**src/rtl/conv_window_gen_pkg.sv**
```systemverilog
// Shared defaults and helpers for the convolution window generator and its MAC consumer.
package conv_window_gen_pkg;

    localparam int unsigned DEF_I_BIT_WIDTH = 8;
    localparam int unsigned DEF_K_SIZE      = 3;
    localparam int unsigned DEF_IMG_W       = 28;
    localparam int unsigned DEF_IMG_H       = 28;

    // Window element (x,y) slot index inside the packed window; shared with the MAC stage.
    function automatic int unsigned win_idx(input int unsigned k,
                                            input int unsigned x,
                                            input int unsigned y);
        return k * x + y;
    endfunction

    // Counter width able to hold 0..n-1, never narrower than one bit.
    function automatic int unsigned cnt_width(input int unsigned n);
        return (n > 1) ? $clog2(n) : 1;
    endfunction

endpackage

```
**src/rtl/conv_line_buffer.sv**
```systemverilog
// One image-row delay line: circular RAM of DEPTH entries with a wrapping pointer.
// Ports:
//   clk, rst_n  clock and async active-low reset (pointer only; RAM contents not reset)
//   en          accepted beat: write din, advance pointer
//   din         pixel entering the delay
//   dout_c      pixel written DEPTH accepted beats ago (combinational RAM read)
module conv_line_buffer
    import conv_window_gen_pkg::*;
#(
    parameter int unsigned I_BIT_WIDTH = DEF_I_BIT_WIDTH,
    parameter int unsigned DEPTH       = DEF_IMG_W
) (
    input  logic                   clk,
    input  logic                   rst_n,
    input  logic                   en,
    input  logic [I_BIT_WIDTH-1:0] din,
    output logic [I_BIT_WIDTH-1:0] dout_c
);

    localparam int unsigned PW = cnt_width(DEPTH);

    logic [I_BIT_WIDTH-1:0] mem_q [DEPTH];
    logic [PW-1:0]          ptr_q;
    logic [PW-1:0]          ptr_d;

    // Pointer advance with wrap at DEPTH-1.
    always_comb begin
        ptr_d = ptr_q;
        if (en) begin
            ptr_d = (ptr_q == PW'(DEPTH - 1)) ? '0 : ptr_q + PW'(1);
        end
    end

    always_ff @(posedge clk or negedge rst_n) begin
        if (!rst_n) begin
            ptr_q <= '0;
        end else begin
            ptr_q <= ptr_d;
        end
    end

    // Storage is intentionally unreset; stale entries are masked by the frame counters.
    always_ff @(posedge clk) begin
        if (en) begin
            mem_q[ptr_q] <= din;
        end
    end

    // Read-before-write: the slot about to be overwritten holds the pixel one row back.
    assign dout_c = mem_q[ptr_q];

endmodule

```
**src/rtl/conv_window_gen.sv**
```systemverilog
// K x K sliding-window generator over a raster pixel stream ("valid" convolution, no padding).
// Ports:
//   clk, rst_n   clock and async active-low reset
//   in_valid     in_pixel accepted this cycle (no backpressure)
//   in_pixel     signed pixel, raster order
//   win_valid    win_data holds a complete window
//   win_data     packed window, element (x,y) at slot K*x+y
//   win_last     last window of the frame (with win_valid)
//   frame_done   one-cycle pulse after the frame's final pixel is accepted
module conv_window_gen
    import conv_window_gen_pkg::*;
#(
    parameter int unsigned I_BIT_WIDTH = DEF_I_BIT_WIDTH,
    parameter int unsigned K_SIZE      = DEF_K_SIZE,
    parameter int unsigned IMG_W       = DEF_IMG_W,
    parameter int unsigned IMG_H       = DEF_IMG_H
) (
    input  logic                                  clk,
    input  logic                                  rst_n,
    input  logic                                  in_valid,
    input  logic [I_BIT_WIDTH-1:0]                in_pixel,
    output logic                                  win_valid,
    output logic [I_BIT_WIDTH*K_SIZE*K_SIZE-1:0]  win_data,
    output logic                                  win_last,
    output logic                                  frame_done
);

    localparam int unsigned W  = I_BIT_WIDTH;
    localparam int unsigned K  = K_SIZE;
    localparam int unsigned DW = W * K * K;
    localparam int unsigned CW = cnt_width(IMG_W);
    localparam int unsigned RW = cnt_width(IMG_H);

    logic [CW-1:0] col_q, col_d;
    logic [RW-1:0] row_q, row_d;
    logic [DW-1:0] win_q, win_d;
    logic          win_valid_q, win_valid_d;
    logic          win_last_q, win_last_d;
    logic          frame_done_q, frame_done_d;

    logic [W-1:0]  lb_dout [K-1];
    logic [W-1:0]  tap [K];
    logic          col_end;
    logic          row_end;

    // Cascaded row delays: buffer i outputs the pixel i+1 rows above the incoming one.
    for (genvar i = 0; i < int'(K) - 1; i++) begin : g_lb
        logic [W-1:0] lb_din;
        if (i == 0) begin : g_first
            assign lb_din = in_pixel;
        end else begin : g_chain
            assign lb_din = lb_dout[i-1];
        end

        conv_line_buffer #(
            .I_BIT_WIDTH (W),
            .DEPTH       (IMG_W)
        ) u_lb (
            .clk    (clk),
            .rst_n  (rst_n),
            .en     (in_valid),
            .din    (lb_din),
            .dout_c (lb_dout[i])
        );
    end

    // Column taps ordered oldest row (x=0) to newest row (x=K-1).
    always_comb begin
        tap[K-1] = in_pixel;
        for (int unsigned i = 0; i < K - 1; i++) begin
            tap[K-2-i] = lb_dout[i];
        end
    end

    // Raster counters, window shift and registered output flags.
    always_comb begin
        col_end      = (col_q == CW'(IMG_W - 1));
        row_end      = (row_q == RW'(IMG_H - 1));
        col_d        = col_q;
        row_d        = row_q;
        win_d        = win_q;
        win_valid_d  = 1'b0;
        win_last_d   = 1'b0;
        frame_done_d = 1'b0;

        if (in_valid) begin
            if (col_end) begin
                col_d = '0;
                row_d = row_end ? '0 : row_q + RW'(1);
            end else begin
                col_d = col_q + CW'(1);
            end

            // Each row of the window shifts left by one column; the new column enters at y=K-1.
            for (int unsigned x = 0; x < K; x++) begin
                for (int unsigned y = 0; y < K; y++) begin
                    if (y < K - 1) begin
                        win_d[W*win_idx(K, x, y) +: W] = win_q[W*win_idx(K, x, y + 1) +: W];
                    end else begin
                        win_d[W*win_idx(K, x, y) +: W] = tap[x];
                    end
                end
            end

            // Windows straddling the left edge hold previous-row columns and stay unflagged.
            win_valid_d  = (row_q >= RW'(K - 1)) && (col_q >= CW'(K - 1));
            win_last_d   = col_end && row_end;
            frame_done_d = col_end && row_end;
        end
    end

    always_ff @(posedge clk or negedge rst_n) begin
        if (!rst_n) begin
            col_q        <= '0;
            row_q        <= '0;
            win_q        <= '0;
            win_valid_q  <= 1'b0;
            win_last_q   <= 1'b0;
            frame_done_q <= 1'b0;
        end else begin
            col_q        <= col_d;
            row_q        <= row_d;
            win_q        <= win_d;
            win_valid_q  <= win_valid_d;
            win_last_q   <= win_last_d;
            frame_done_q <= frame_done_d;
        end
    end

    assign win_valid  = win_valid_q;
    assign win_data   = win_q;
    assign win_last   = win_last_q;
    assign frame_done = frame_done_q;

endmodule
```
**config.mk**
```make
export PLATFORM = sky130hd
export DESIGN_NAME = conv_window_gen
export DESIGN_NICKNAME = d
export VERILOG_FILES = /design/src/rtl/conv_window_gen_pkg.sv /design/src/rtl/conv_line_buffer.sv /design/src/rtl/conv_window_gen.sv
export SDC_FILE = /design/constraint.sdc
export NUM_CORES = 1
export LEC_CHECK = 0
export ABC_AREA = 1
export ABC_CLOCK_PERIOD_IN_PS = 2200
export CELL_PAD_IN_SITES_DETAIL_PLACEMENT = 1
export CELL_PAD_IN_SITES_GLOBAL_PLACEMENT = 2
export CORE_MARGIN = 2
export CORE_UTILIZATION = 41
export CTS_BUF_LIST = sky130_fd_sc_hd__clkbuf_4 sky130_fd_sc_hd__clkbuf_8
export DETAILED_ROUTE_END_ITERATION = 8
export GPL_ROUTABILITY_DRIVEN = 0
export PLACE_DENSITY_LB_ADDON = 0.1
export REMOVE_ABC_BUFFERS = 1
export SLEW_MARGIN = 20
export SYNTH_ARGS = -nofsm -noshare
export SYNTH_HDL_FRONTEND = slang
export SYNTH_HIERARCHICAL = 1
export SYNTH_SLANG_ARGS = --single-unit
```
**constraint.sdc**
```tcl
create_clock -name clk -period 2.2 [get_ports clk]
set_input_delay 0.55 -clock clk [delete_from_list [all_inputs] [get_ports clk]]
set_output_delay 0.55 -clock clk [all_outputs]
set_load 0.005 [all_outputs]
```
==> results of run 1 <==
==> worst paths after layout <==
kind | endpoint | slack [ns] | cells after the start
max | win_data[40] | 0.08 | 1
min | row_q[3]$_DFFE_PN0P_ | 0.30 | 2
max reg2reg | g_lb[1].u_lb/mem_q[5][3]$_DFFE_PP_ | 0.09 | 5
min reg2reg | win_data[6]$_DFFE_PN0P_ | 0.47 | 2
max in group asynchronous | win_data[71]$_DFFE_PN0P_ | 1.36 | 3
min in group clk | g_lb[1].u_lb/ptr_q[0]$_DFFE_PN0P_ | 0.36 | 2
==> metrics by stage <==
stage | area (um^2) | worst slack [ns] | util
6_report | 28300 | 0.0788 | 0.493
5_1_grt | 28300 | 0.00241 | 0.493
4_1_cts | 28200 | 0.000248 | 0.491
3_5_place_dp | 26200 | 0.0233 | 0.456
3_3_place_gp | 26200 | 0.0145 | 0.456
2_1_floorplan | 23000 | -2.04 | -
==> synth_stat cells (all sizes together), types with 4 or more instances <==
master,count
ha,14
dfrtp,94
nor2,121
inv,335
clkbuf,12
nor3,12
o21ai,26
nand3,162
nand2,1089
a21oi,19
buf,93
edfxtp,448
clkinv,4
==> sequential cells by signal, indices dropped and copies added (netlist names) <==
| signal | cells |
|---|---|
| g_lb.u_lb/mem_q | 448 |
| win_data | 72 |
| g_lb.u_lb/ptr_q | 10 |
| col_q | 5 |
| row_q | 5 |
| frame_done | 1 |
| win_valid | 1 |
==> repair_timing <==
action / CTS / global route
gates cloned: 0 / 4
buffers inserted: 3 / 1
pin swaps: 0 / 1
hold buffers: 1 / 0
endpoints found under the setup margin: 16 / 85
hold endpoints to repair: 31 / 0
resized for setup: 6 / 11
==> layout make-up <==
| cell class | count | area [um^2] |
|---|---|---|
| multi-input combinational | 1451 | 5970 |
| timing repair buffer | 233 | 2370 |
| clock buffer | 138 | 1680 |
| tap | 765 | 957 |
| sequential | 542 | 15800 |
| inverter | 339 | 1280 |
| fill | 6506 | 29100 |
| clock inverter | 34 | 249 |
==> power groups by stage <==
stage | clock, mW | sequential (mW) | combinational (mW)
2_1_floorplan | 0 | 14.7 | 4.34
3_3_place_gp | 0 | 14.4 | 10.1
3_5_place_dp | 0 | 14.5 | 10.3
4_1_cts | 9.71 | 14.3 | 10.4
5_1_grt | 10.1 | 14.4 | 11.6
6_report | 9.40 | 14.3 | 10.5
==> metal layers <==
layer,vias to the layer above,wire length [um],part of all wire,track usage
met2,224,33400,0.52,0.390
li1,8097,-,-,-
met5,-,0,0,0
met3,99,1960,0.030,0.0292
met4,0,1720,0.027,0.0773
met1,8173,27100,0.42,0.265
==> cell families (layout without fill, tap and decap cells) <==
| family | count (synthesis) | after routing | synth area share |
|---|---|---|---|
| fa+ha+maj | 14 | 14 | 0.00737 |
| simple gates | 1389 | 1389 | 0.233 |
| flops | 542 | 542 | 0.665 |
| compound gates | 46 | 46 | 0.00979 |
| buf+inv | 444 | 744 | 0.0843 |
| xor+xnor | 2 | 2 | 0.000737 |
==> results by group, run 1 <==
Timing
  – Worst-Margin Slew: 0.541 ns
  – Final Cycle Share: 0.964
  – Max transition margin: 0.639
  – Final Hold Fails: 0
  – Fmax: 471 MHz
  – Max Slew Vio Count: 0
  – Min Tclk post-route: 2.12 ns
  – Hold slack: 0.296 ns
  – Final setup viols: 0
  – Clk_skew: 0.0266 ns
  – RSZ-0062 raised after global routing: false
  – Setup TNS: 0 ns

Floorplanning
  – Core area: 57,500 um^2
  – Die height: 245 um
  – Initial Utilization: 0.413
  – Row count: 88
  – DIE WIDTH: 245 um
  – IO Count: 86
  – Die Area: 59,900 um^2

Power and ir drop
  – Internal power: 22.5 mW
  – Comb pwr share: 0.308
  – Sw Share: 0.341
  – Pwr Total: 34.2 mW
  – Power share of the sequential group: 0.417
  – Psw: 11.7 mW
  – Leak Pwr: 12.8 nW
  – Worst vdd ir: 0.000631 V
  – PwrDens: 1210 nW/um^2
  – Clock power frac: 0.275

Yosys
  – Post-synth EDFFs: 448
  – Synth Register Bits: 542
  – Post-Syn Area: 23,800 um^2
  – FFs w/ async S/R, synth: 0.173
  – Synthesis warning total: 6
  – Synth Instances: 2,437
  – Seq/Total Area, Yosys: 0.665
  – Synth area leaders: edfxtp_1 (57%), nand2_1 (17%), dfrtp_1 (9.9%), inv_1 (5.2%), nand3_1 (3.4%)
  – Post-synthesis cell type count: 29
  – Post-synth top area share: 0.566
  – Top FF cell, synth: edfxtp_1
  – Largest area contributor in the netlist: edfxtp_1
  – Avg Cell Area, Syn: 9.75 um^2

Critical path
  – Crit path cell chain: clkdlybuf4s50_1
  – CP endpoint kind: output pin
  – Max FO, Critical Path: 3
  – Delay-heaviest family, CP: buffers and inverters
  – WP data required: 1.65 ns
  – Bufs and invs on worst path: 1
  – Worst Setup SP: win_data[40]$_DFFE_PN0P_
  – CP max stage delay: 0.55 ns
  – CP max stage cell: clkdlybuf4s50_1
  – Setup crit start kind: register
  – Crit Reg-Reg Startpoint: g_lb[1].u_lb/ptr_q[0]$_DFFE_PN0P_
  – Critical path arrival: 1.57 ns
  – WS Path Type: reg -> out

Clock tree
  – Clk sinks: 542
  – Root Driver: clkbuf_8
  – Clock Latency Late Sink: 0.66 ns
  – Total CTS buffers: 94
  – Deepest clock path buffer count: 3
  – Clock transition at the registers of the reported paths: 0.06 ns
  – # H-tree levels: 3
  – CTS tree: built

Place
  – HPWL Detailed: 40.7 mm
  – Number of port buffers: 85
  – Placed cells: 3,321

Final layout
  – Most common cell after layout, fill and taps aside: nand2_1
  – # nets final: 2,686
  – Antenna Cells: 0
  – Synth-to-layout area growth: 19.2%
  – Non-Filler Instances: 3,502
  – Most frequent cells in the layout: nand2_1 (1,085), edfxtp_1 (448), inv_1 (327), nand3_1 (160), nor2_1 (118)
  – Layout cell share with drive strength beyond 1: 0.121

Routing
  – # DRC: 0
  – DR pass1 iterations: 4
  – Total Wirelength: 64.2 mm
  – DR iter-0 viols: 835
  – Antenna viol nets, final: 0
  – DR vias/cell: 4.74
  – Vias: 16,593
  – WL per Instance: 18.3 um

Status
  – Outcome: complete, no violations

Global routing
  – Initial antenna violation count: 1
  – Overflow after GRT: 0
  – GRT Util Overall: 0.216
  – Vias in the first global route: 17,761
  – Largest net degree at the start of global routing: 70
  – First-pass GRT wire length: 99.9 mm

Job
  – Max Cap Violations: 0

Worst hold path
  – HP Class: in -> async
Note: power is estimated with default switching activity, not from simulation.
==> inputs of run 2 (changes only) <==
PLACE_DENSITY_LB_ADDON = 0.15   (was 0.1)
==> run 2 against run 1 <==
Net effect: flip-flop and latch count unchanged; utilization down 0.081 points; wire length up 2.9%; critical path depth up 9; power down 0.16%; first-iteration DRC count down 5.4%; sequential power about the same; global-route usage up 0.40 points; critical endpoint is now g_lb[1].u_lb/mem_q[7][1]$_DFFE_PP_.
==> results by group, run 2 (synthesis results as in run 1) <==
Power and ir drop
  – PwrDens: 1210 nW/um^2 (about the same)
  – Pwr Total: 34.1 mW (-0.16%)
  – Worst vdd ir: 0.000810 V (+28%)
  – Leak Pwr: 12.9 nW (+0.23%)

Floorplanning
  – Die height: 245 um (unchanged)
  – IO Count: 86 (unchanged)
  – DIE WIDTH: 245 um (unchanged)
  – Row count: 88 (unchanged)
  – Die Area: 59,900 um^2 (unchanged)
  – Initial Utilization: 0.413 (unchanged)
  – Core area: 57,500 um^2 (unchanged)

Timing
  – Min Tclk post-route: 2.14 ns (+0.0140 ns)
  – Final Cycle Share: 0.971 (+0.00634)
  – RSZ-0062 raised after global routing: true
  – Fmax: 468 MHz (-0.65%)
  – Max Slew Vio Count: 0 (unchanged)
  – Final Hold Fails: 0 (unchanged)
  – Final setup viols: 0 (unchanged)
  – Worst-Margin Slew: 0.676 ns (+0.135 ns)
  – Max transition margin: 0.549 (-0.0897)
  – Clk_skew: 0.0355 ns (+0.00894 ns)

Critical path
  – Critical path arrival: 2.54 ns (+0.97 ns)
  – Cell mode on critical path: nand2_1
  – WS Path Type: reg -> reg
  – Setup crit start kind: register
  – CP max stage cell: dfrtp_4
  – CP endpoint kind: register
  – CP max stage delay: 0.55 ns (about the same)
  – Crit path cell chain: clkinv_8 > buf_12 > nand2_1 > nand3_1 > nand2_1 > nand2_1 > nand2_1 > nor2_2 > nand3_4 > clkbuf_16
  – Max FO, Critical Path: 15 (+12)
  – WP data required: 2.60 ns (+0.95 ns)

Final layout
  – Synth-to-layout area growth: 19.0%
  – # nets final: 2,674 (-0.45%)
  – Biggest register: g_lb.u_lb/mem_q
  – Most frequent cells in the layout: nand2_1 (1,086), edfxtp_1 (448), inv_1 (327), nand3_1 (157), nor2_1 (115)
  – FILL cells: 6,442 (-0.98%)
  – Layout cell share with drive strength beyond 1: 0.121 (about the same)
  – Fin util: 0.492 (-0.000805)
  – Max reg flops: 448 (unchanged)
  – Most common cell after layout, fill and taps aside: nand2_1

Clock tree
  – Clk sinks: 542 (unchanged)
  – Deepest clock path buffer count: 3 (unchanged)
  – Total CTS buffers: 95 (+1.1%)
  – Clock Latency Late Sink: 0.67 ns (about the same)
  – # H-tree levels: 3 (unchanged)
  – Root Driver: clkbuf_8
  – Clock transition at the registers of the reported paths: 0.06 ns (about the same)
  – CTS tree: built

Routing
  – WL per Instance: 18.9 um (+3.1%)
  – # DRC: 0 (unchanged)
  – DR vias/cell: 4.74 (about the same)
  – Total Wirelength: 66.1 mm (+2.9%)
  – Antenna viol nets, final: 0 (unchanged)
  – DR iter-0 viols: 790 (-5.4%)
  – DR pass1 iterations: 4 (unchanged)
  – Vias: 16,556 (-0.22%)

Place
  – HPWL Detailed: 40.5 mm (-0.58%)
  – Number of port buffers: 85 (unchanged)

Job
  – Max Cap Violations: 0 (unchanged)

Global routing
  – GRT Util Overall: 0.220 (+0.00404)
  – Vias in the first global route: 17,561 (-1.1%)
  – First-pass GRT wire length: 101 mm (+1.1%)
  – Largest net degree at the start of global routing: 76 (+8.6%)
  – Overflow after GRT: 0 (unchanged)
  – Initial antenna violation count: 2 (+1)

Status
  – Outcome: complete, no violations

Worst hold path
  – HP Class: in -> reg
-- run 2: through the flow --
stage                     setup slack [ns]  hold WS, ns  setup TNS (ns)  instance area [um^2]  instances
after floorplan                      -2.04        0.254        -1146.66                 23000       2332
after global placement              0.0783        0.454               0                 26100       3296
after detailed placement            0.0426        0.458               0                 26100       3296
after CTS                         0.000181        0.272               0                 28000       3476
after global routing              -0.00797        0.311         -0.0166                 28300       3494
final                               0.0648        0.347               0                 28300       3495
-- run 2: repair_timing --
| item | in CTS | in global routing |
|---|---|---|
| pin swaps | 0 | 1 |
| gates cloned | 0 | 6 |
| setup buffers | 4 | 10 |
| endpoints found under the hold margin | 31 | 0 |
| gates resized for setup | 18 | 23 |
| endpoints found under the setup margin | 16 | 149 |
| hold buffers | 1 | 0 |
-- run 2: area by class of cell --
| class | count | area (um^2) | area share |
|---|---|---|---|
| tap | 765 | 957 | 0.0338 |
| multi-input combinational | 1451 | 6000 | 0.212 |
| clock buffer | 141 | 1690 | 0.0598 |
| inverter | 339 | 1290 | 0.0456 |
| clock inverter | 34 | 183 | 0.00646 |
| timing repair buffer | 220 | 2330 | 0.0824 |
| antenna | 3 | 7.51 | 0.000265 |
| sequential | 542 | 15800 | 0.559 |
-- run 2: worst paths after layout --
| check | from | endpoint | slack, ns | cells after the start |
|---|---|---|---|---|
| worst max register to register | g_lb[0].u_lb/ptr_q[0]$_DFFE_PN0P_ | g_lb[1].u_lb/mem_q[7][1]$_DFFE_PP_ | 0.06 | 10 |
| worst min register to register | win_data[52]$_DFFE_PN0P_ | win_data[52]$_DFFE_PN0P_ | 0.47 | 2 |
| max in group asynchronous | rst_n | g_lb[1].u_lb/ptr_q[0]$_DFFE_PN0P_ | 1.11 | 3 |
| worst min-delay path | in_valid | g_lb[0].u_lb/ptr_q[1]$_DFFE_PN0P_ | 0.35 | 3 |
| worst max-delay path | g_lb[0].u_lb/ptr_q[0]$_DFFE_PN0P_ | g_lb[1].u_lb/mem_q[7][1]$_DFFE_PP_ | 0.06 | 10 |
| min in group asynchronous | rst_n | win_data[0]$_DFFE_PN0P_ | 0.39 | 2 |
-- run 2: layer usage --
layer,global-route usage,share of wire
met1,0.269,0.43
met5,0,0
met2,0.403,0.53
met4,0.0619,0.021
met3,0.0331,0.027
-- run 2: worst max-delay path, delay by kind of cell (launching register included) --
family	cells	cell delay [ns]
AND/OR/NAND/NOR	7	0.77
flip-flops	1	0.55
buffers and inverters	3	0.54
-- run 2: power breakdown --
group | internal, mW | switching, mW
sequential | 13.6 | 0.692
clock | 5.02 | 4.07
combinational | 3.67 | 7.10
total | 22.3 | 11.9
